$ cat src/rtl/gpio_input_debouncer.sv
// Slide-switch conditioner: per-bit synchronizer, stability-count debounce,
// and registered rise/fall/change strobes for the GPIO input path.
module gpio_input_debouncer #(
  parameter int unsigned WIDTH           = 16,
  parameter int unsigned SYNC_STAGES     = 2,
  parameter int unsigned DEBOUNCE_CYCLES = 500000
) (
  input  logic             clk_i,
  input  logic             reset_n,
  input  logic [WIDTH-1:0] raw_i,
  output logic [WIDTH-1:0] sw_o,
  output logic [WIDTH-1:0] rise_o,
  output logic [WIDTH-1:0] fall_o,
  output logic             change_o
);

  localparam int unsigned CNT_RAW = $clog2(DEBOUNCE_CYCLES);
  localparam int unsigned CNT_W   = (CNT_RAW == 0) ? 1 : CNT_RAW;
  localparam logic [CNT_W-1:0] CNT_MAX = CNT_W'(DEBOUNCE_CYCLES - 1);

  logic [WIDTH-1:0] sync_q [SYNC_STAGES];
  logic [WIDTH-1:0] sync_d [SYNC_STAGES];
  logic [CNT_W-1:0] cnt_q  [WIDTH];
  logic [CNT_W-1:0] cnt_d  [WIDTH];
  logic [WIDTH-1:0] sw_q, sw_d;
  logic [WIDTH-1:0] rise_q, rise_d;
  logic [WIDTH-1:0] fall_q, fall_d;
  logic             change_q, change_d;
  logic [WIDTH-1:0] syn;

  // Synchronizer chain: pure wiring between stages, no logic in the path.
  always_comb begin
    sync_d[0] = raw_i;
    for (int k = 1; k < int'(SYNC_STAGES); k++) begin
      sync_d[k] = sync_q[k-1];
    end
  end

  assign syn = sync_q[SYNC_STAGES-1];

  // Per-bit stability counters; a change is accepted on the Dth consecutive mismatch.
  always_comb begin
    sw_d   = sw_q;
    rise_d = '0;
    fall_d = '0;
    for (int i = 0; i < int'(WIDTH); i++) begin
      cnt_d[i] = cnt_q[i];
      if (syn[i] == sw_q[i]) begin
        cnt_d[i] = '0;
      end else if (cnt_q[i] == CNT_MAX) begin
        cnt_d[i]  = '0;
        sw_d[i]   = syn[i];
        rise_d[i] = syn[i];
        fall_d[i] = ~syn[i];
      end else begin
        cnt_d[i] = cnt_q[i] + CNT_W'(1);
      end
    end
    change_d = |(rise_d | fall_d);
  end

  always_ff @(posedge clk_i or negedge reset_n) begin
    if (!reset_n) begin
      for (int k = 0; k < int'(SYNC_STAGES); k++) begin
        sync_q[k] <= '0;
      end
      for (int i = 0; i < int'(WIDTH); i++) begin
        cnt_q[i] <= '0;
      end
      sw_q     <= '0;
      rise_q   <= '0;
      fall_q   <= '0;
      change_q <= 1'b0;
    end else begin
      for (int k = 0; k < int'(SYNC_STAGES); k++) begin
        sync_q[k] <= sync_d[k];
      end
      for (int i = 0; i < int'(WIDTH); i++) begin
        cnt_q[i] <= cnt_d[i];
      end
      sw_q     <= sw_d;
      rise_q   <= rise_d;
      fall_q   <= fall_d;
      change_q <= change_d;
    end
  end

  assign sw_o     = sw_q;
  assign rise_o   = rise_q;
  assign fall_o   = fall_q;
  assign change_o = change_q;

endmodule

$ cat config.mk
export PLATFORM = sky130hd
export DESIGN_NAME = gpio_input_debouncer
export DESIGN_NICKNAME = d
export VERILOG_FILES = /design/src/rtl/gpio_input_debouncer.sv
export SDC_FILE = /design/constraint.sdc
export NUM_CORES = 1
export LEC_CHECK = 0
export CORE_MARGIN = 10
export CORE_UTILIZATION = 30
export CTS_BUF_LIST = sky130_fd_sc_hd__clkbuf_16
export CTS_CLUSTER_SIZE = 30
export DETAILED_ROUTE_END_ITERATION = 8
export DONT_BUFFER_PORTS = 1
export SYNTH_ARGS = -nofsm -noshare
export SYNTH_HDL_FRONTEND = slang
export SYNTH_SLANG_ARGS = --single-unit
$ cat constraint.sdc
create_clock -name clk_i -period 2.9 [get_ports clk_i]
set_input_delay 0.29 -clock clk_i [delete_from_list [all_inputs] [get_ports clk_i]]
set_output_delay 0.29 -clock clk_i [all_outputs]
set_load 0.01 [all_outputs]
==> results.md, run 1 <==
* Status: complete, but fails checks
* Failing checks: negative hold slack
* Number of synthesized register bits at slightly below 400
* Io pins at 67
* Initial antenna violation count at 0
* Slew Viols, Final at 0
* Worst Setup SP: cnt_q[128]$_DFF_PN0_
* Final number of hold-violating endpoints at around 390
* Cell chain of the critical path: or4_1 -> or4_1 -> or2_1 -> nand2b_1 -> buf_4 -> nor2_1
* RSZ-0062 raised after global routing: no
* Synthesized net count at 1,684
* DR pass1 iterations at 5
* # port buffers at 0
* Grt ovf at 0
* Largest net degree at the start of global routing at 386
* Layout Nets at 1,716
* GRT Overall Usage at 9.797%
* Crit-path most repeated cell: or4_1
* Root buffer cell: clkbuf_16
* Synth area leaders: dfrtp_1, xor2_1, nor2_1, xnor2_1, nand4_1
* Clk sink count at approximately 390
* CTS Buf Count at 45
* Peak per-stage delay on the critical path at ~0.54 ns
* Worst hold margin at -0.5475 ns
* P&R area growth vs syn at 13.76%
* Sequential fraction of the synthesis area at between 50% and 60%
* Ys Warns at 0
* Die width at around 260 um
* Post-DP HPWL at ~21,000 um
* Fillers at around 5,800
* CTS-repair resized insts at 0
* Setup TNS Final at 0 ns
* Antenna Cells at 0
* Routed WL per cell at around 13 um
* Syn avg cell area at ~10 um^2
* Die ar. at 67,760 um^2
* DRC violations left at 0
* CP arrival at approximately 2.8 ns
* CP max stage cell: or4_1
* Area of the mapped netlist at between 15,000 and 20,000 um^2
* DR vias at around 12,000
* Number of global-route vias before repair at about 12,000
* Drt first-iter violations at between 600 and 700
* Average vias per placed instance at between 4 and 5
* Core area at 57,480 um^2
* Maximum VDD drop at around 0.44 mV
* Worst Path Buf+Inv at 1
* Register area at 9634 um^2
* Post-route ant nets at 0
* Routed wire length at ~33,000 um
* Clk_skew at 0.01790 ns
* Area share of the largest cell type after synthesis at between 50% and 60%
* Clock-pin slew on the worst setup and hold paths at about 0.050 ns
* Number of synthesized flops with an enable pin at 0
* Crit share post-route at around four fifths
* Core Rows at 88
* Tot Pwr at ~11 mW
* Worst-Skew Late Latency at roughly 0.56 ns
* # Max-Cap Violations at 0
* Setup crit end kind: flip-flop
* Layout cells sized above 1 at under 10%
* Routability cong. at a little under 0.8
* Initial core utilization at 30.14%
* H-tree levels at 2
* Number of library cell types mapped by synthesis at 40
* Asr flop ratio synth at 100.0%
* Min Clock Period, post-route at between 2 and 2.5 ns
* Static Leak at roughly 8.3 nW
* CP Launch Type: flip-flop
* Power Density at 565.4 nW/um^2
* Post-CTS Hold Buffers at 16
* Final Setup Violations at 0
* Mapped Cells at about 1,700
* Synth Flop Type: dfrtp_1
* CTS tree: done
* Hold Path Class: in2async
* First-pass GRT wire length at approximately 57,000 um
* Crit Path Category: reg2reg
* Max_slew headroom at roughly a third
* Critical-path maximum fanout at 12
* CTS Buffer Depth at 3
* Fmax achieved at 421.4 MHz
* Die Y at around 260 um
* Critical R2R Launch: cnt_q[128]$_DFF_PN0_
* Dominant cell type by area after synthesis: dfrtp_1
* Cell family with most CP delay: simple AND/OR/NAND/NOR gates
* CP required at 3.35 ns
* Area of the multi-input gates at 7432 um^2
* Slew @ Worst Pin at 1.027 ns
==> cells by family after synthesis <==
| group | after synthesis | synth area share, % |
|---|---|---|
| compound gates | 4 | 0.2311 |
| xor+xnor | 288 | 14.56 |
| fa+ha+maj | 16 | 1.156 |
| buf+inv | 56 | 1.488 |
| mux | 15 | 0.9966 |
| flops | 385 | 55.61 |
| simple gates | 886 | 25.96 |
==> where the power goes <==
| group | switching, mW | internal (mW) |
|---|---|---|
| registers | 0.0729 | 5.45 |
| clock network | 2.22 | 3.19 |
| logic | 0.122 | 0.0829 |
| total | 2.41 | 8.73 |
==> routing by layer <==
metal,track usage (%),routed length [um]
met3,2.569,1815
met1,12.74,15280
met4,3.375,822
met5,0,0
met2,15.57,15040
==> metrics by stage <==
stage               area, um^2  cells  util [%]  hold WS, ns  setup WS [ns]
global route             19710   2480     34.29      -0.5771         0.3662
finish                   19710   2480     34.29      -0.5475         0.5272
detailed placement       18130   2384     31.54      0.02303         0.5329
global placement         18130   2384     31.54      0.02363         0.5436
floorplan                17320   1650         -    -0.005591         0.7329
CTS                      19710   2480     34.29      -0.5854         0.5168
==> state kept, by name (all words and copies together) (netlist names) <==
register and cells:
sync_d 16, syn 16, sw_o 16, fall_o 16, cnt_q 304, rise_o 16, change_o 1
==> Yosys cell counts (2+ instances only) <==
library cell,count
nand3b_1,3
or4_1,8
or4b_1,3
nand2_1,106
buf_6,5
mux2_2,14
nand4b_1,3
dfrtp_1,385
inv_1,22
or3_1,4
nand4_1,87
and3_1,34
nand2b_1,12
xor2_1,161
nand3_1,91
nor3_1,36
buf_1,2
clkbuf_1,21
nor4b_1,15
and2_1,8
ha_1,16
nor4_1,21
or2_2,11
nor3b_1,38
nor4bb_1,11
buf_2,5
xnor2_1,127
or2_1,3
nor2b_1,3
nor2_1,351
and4_1,35
==> layout make-up <==
class	instances	share of cell area (%)
flip-flops and latches	385	48.89
well taps	765	4.857
clock inverters	33	1.232
clock buffers	47	5.968
repair buffers	19	0.9269
inverters	22	0.4190
multi-input cells	1209	37.71
==> placed cells by master (no fill, tap or decap), drive strengths merged, types with 4 or more instances in the layout <==
| cell | Yosys | final |
|---|---|---|
| nor4bb | 11 | 11 |
| nor4 | 21 | 21 |
| dlygate4sd3 | 0 | 16 |
| clkbuf | 21 | 47 |
| clkinv | 0 | 19 |
| nand3 | 91 | 91 |
| ha | 16 | 16 |
| inv | 22 | 31 |
| nand2b | 12 | 12 |
| nor2 | 351 | 351 |
| nor3b | 38 | 38 |
| or4 | 8 | 8 |
| dfrtp | 385 | 385 |
| xor2 | 161 | 161 |
| nand2 | 107 | 107 |
| or3 | 4 | 4 |
| and4 | 35 | 35 |
| nor3 | 36 | 36 |
| and3 | 35 | 35 |
| nand4 | 87 | 87 |
| or2 | 14 | 14 |
| mux2 | 15 | 15 |
| nor4b | 15 | 15 |
| xnor2 | 127 | 127 |
| and2 | 8 | 8 |
==> what timing repair did <==
action | in CTS | in global routing
hold endpoints to repair | 401 | 385
buffers inserted | 0 | 0
setup endpoints to repair | 0 | 0
==> worst paths after layout <==
check | endpoint | slack (ns) | cells after the start
worst max-delay path | cnt_q[122]$_DFF_PN0_ | 0.53 | 6
worst min-delay path | cnt_q[201]$_DFF_PN0_ | -0.55 | 0
worst max register to register | cnt_q[122]$_DFF_PN0_ | 0.53 | 6
worst min register to register | syn[14]$_DFF_PN0_ | 0.35 | 0
max in group asynchronous | cnt_q[39]$_DFF_PN0_ | 2.62 | 0
min in group clk_i | sync_d[11]$_DFF_PN0_ | 0.28 | 1
Note: power is estimated with default switching activity, not from simulation.
==> inputs of run 2 (changes only) <==
clock period = 2.4 ns   (was 2.9 ns; I/O delays follow)
==> run 2 against run 1 <==
Against the previous run:
- the flow still finishes with violations (negative hold slack)
- non-clock buffer count is 21 higher
- clock power is 29% higher
- flip-flop and latch count unchanged
- sequential share of layout area down 0.74 points
- register-to-register slack got worse by 0.37 ns
- clock skew increased by 0.0019 ns
- core utilization is 0.52 points higher
- global-route usage is 0.091 points higher
- via count is 0.67% higher
- combinational power increased by 35%
- first-iteration DRC count rose by 17%
==> results.md, run 2 (synthesized netlist as in run 1, its figures left out) <==
* Status: complete, but fails checks
* Failing checks: negative hold slack
* Clk_skew at approximately 0.02 ns
* Min Clock Period, post-route at between 2 and 2.5 ns
* Worst hold margin at -0.6094 ns
* GRT Overall Usage at under 10%
* Post-CTS Hold Buffers at 16
* Number of setup buffers added after CTS at 0
* DRC violations left at 0
* Initial antenna violation count at 2
* Max FFs per register at approximately 300
* Routed wire length at ~33,000 um
* Maximum VDD drop at 0.5043 mV
* P&R area growth vs syn at 15.50%
* Number of global-route vias before repair at 11,640
* CP max stage cell: or4_1
* Clock-pin slew on the worst setup and hold paths at approximately 0.060 ns
* CTS-repair resized insts at 0
* H-tree levels at 2
* Die ar. at ~68,000 um^2
* Die Y at 260.3 um
* Initial core utilization at a little under a third
* Crit share post-route at a little over 90%
* Worst-Skew Late Latency at between 0.5 and 0.6 ns
* Most frequent cells in the layout: dfrtp_1, nor2_1, xor2_1
* Fmax achieved at 446.2 MHz
* R2R depth at 4
* # Max-Cap Violations at 0
* Static Leak at between 8 and 9 nW
* DR pass1 iterations at 4
* Slew @ Worst Pin at 0.8320 ns
* Layout Nets at 1,738
* Root buffer cell: clkbuf_16
* CP Launch Type: flip-flop
* Tot Pwr at about 14 mW
* Power Density at roughly 700 nW/um^2
* Largest net degree at the start of global routing at ~390
* Final number of hold-violating endpoints at between 300 and 400
* Critical R2R Launch: cnt_q[201]$_DFF_PN0_
* Max_slew headroom at 44.54%
* Slew Viols, Final at 0
* RR Endpoint: sw_o[5]$_DFFE_PN0P_
* Cell chain of the critical path: or4_1 -> or4_1 -> or2_1 -> mux2_4
* DR vias at roughly 12,000
* RSZ-0062 raised after global routing: no
* Crit-path most repeated cell: or4_1
* Core area at around 57,000 um^2
* Io pins at 67
* Clk sink count at between 300 and 400
* Core Rows at 88
* Setup TNS Final at 0 ns
* Routed WL per cell at approximately 13 um
* CTS tree: done
* CTS Buffer Depth at 3
* Cell family with most CP delay: simple AND/OR/NAND/NOR gates
* Layout cells sized above 1 at 7.065%
* CTS Buf Count at between 40 and 50
* Peak per-stage delay on the critical path at between 0.5 and 0.6 ns
* Drt first-iter violations at 724
* Average vias per placed instance at about 4.6
* Most common cell after layout, fill and taps aside: dfrtp_1
* Grt ovf at 0
* Critical-path maximum fanout at 5
* Post-DP HPWL at 21,490 um
* Routability cong. at 0.7773
* Post-route ant nets at 0
* # port buffers at 0
* Crit Path Category: reg2reg
* Hold Path Class: in2async
* First-pass GRT wire length at between 50,000 and 60,000 um
* Setup crit end kind: flip-flop
* Reg-to-reg slack, setup at 0.16 ns
* Top reg by flops: cnt_q
* CP arrival at approximately 2.7 ns
* Die width at between 200 and 300 um
* Antenna Cells at 0
* CP required at roughly 2.8 ns
* Worst Path Buf+Inv at 0
* Final Setup Violations at 0
run 2: cell count changes in the layout (fill, tap and decap cells not counted):
cell | previous run | this run
clkbuf_16 | 47 | 46
inv_1 | 28 | 26
clkinv_8 | 0 | 2
bufinv_16 | 3 | 6
clkinv_1 | 8 | 10
clkinvlp_4 | 2 | 5
inv_6 | 3 | 2
clkinv_2 | 10 | 9
buf_4 | 3 | 21
buf_12 | 0 | 3
run 2: power by group:
part / switching [mW] / total (mW) / leakage (nW) / internal (mW)
Sequential: 0.0887 / 6.68 / 5.27 / 6.59
Combinational: 0.152 / 0.276 / 2.41 / 0.124
Clock: 2.81 / 6.97 / 0.752 / 4.16
Total: 3.05 / 13.9 / 8.43 / 10.9
run 2: per-layer routing:
metal,global-route usage (%),vias to the layer above,part of all wire [%]
met5,0,-,0
met4,3.342,0,2.4
met3,2.647,56,5.3
met2,15.49,151,45
met1,13.03,5689,48
li1,-,5737,-
run 2: worst max-delay path by stage:
| stage | startpoint | end | slack [ns] | depth (start not counted) |
|---|---|---|---|---|
| 2_1_floorplan | cnt_q[202]$_DFF_PN0_ | sw_o[5]$_DFFE_PN0P_ | 0.23 | 5 |
| 3_3_place_gp | cnt_q[201]$_DFF_PN0_ | sw_o[5]$_DFFE_PN0P_ | 0.19 | 4 |
| 3_5_place_dp | cnt_q[200]$_DFF_PN0_ | sw_o[5]$_DFFE_PN0P_ | 0.16 | 4 |
| 4_1_cts | cnt_q[200]$_DFF_PN0_ | sw_o[5]$_DFFE_PN0P_ | 0.15 | 4 |
| 5_1_grt | cnt_q[195]$_DFF_PN0_ | cnt_q[207]$_DFF_PN0_ | 0.07 | 5 |
| 6_report | cnt_q[201]$_DFF_PN0_ | sw_o[5]$_DFFE_PN0P_ | 0.16 | 4 |
run 2: final cells by class:
class | count | area (um^2)
fill | 5766 | 37470
multi-input combinational | 1209 | 7432
clock buffer | 46 | 1151
tap | 765 | 957.2
inverter | 22 | 82.58
sequential | 385 | 9634
timing repair buffer | 40 | 377.9
clock inverter | 39 | 374.1
run 2: per-stage QoR:
step	util (%)	cell area, um^2	cells	setup WS, ns
3_5_place_dp	31.88	18320	2405	0.1556
2_1_floorplan	-	17320	1650	0.2329
4_1_cts	34.81	20010	2506	0.1534
3_3_place_gp	31.88	18320	2405	0.1858
5_1_grt	34.81	20010	2506	0.07025
6_report	34.81	20010	2506	0.1591
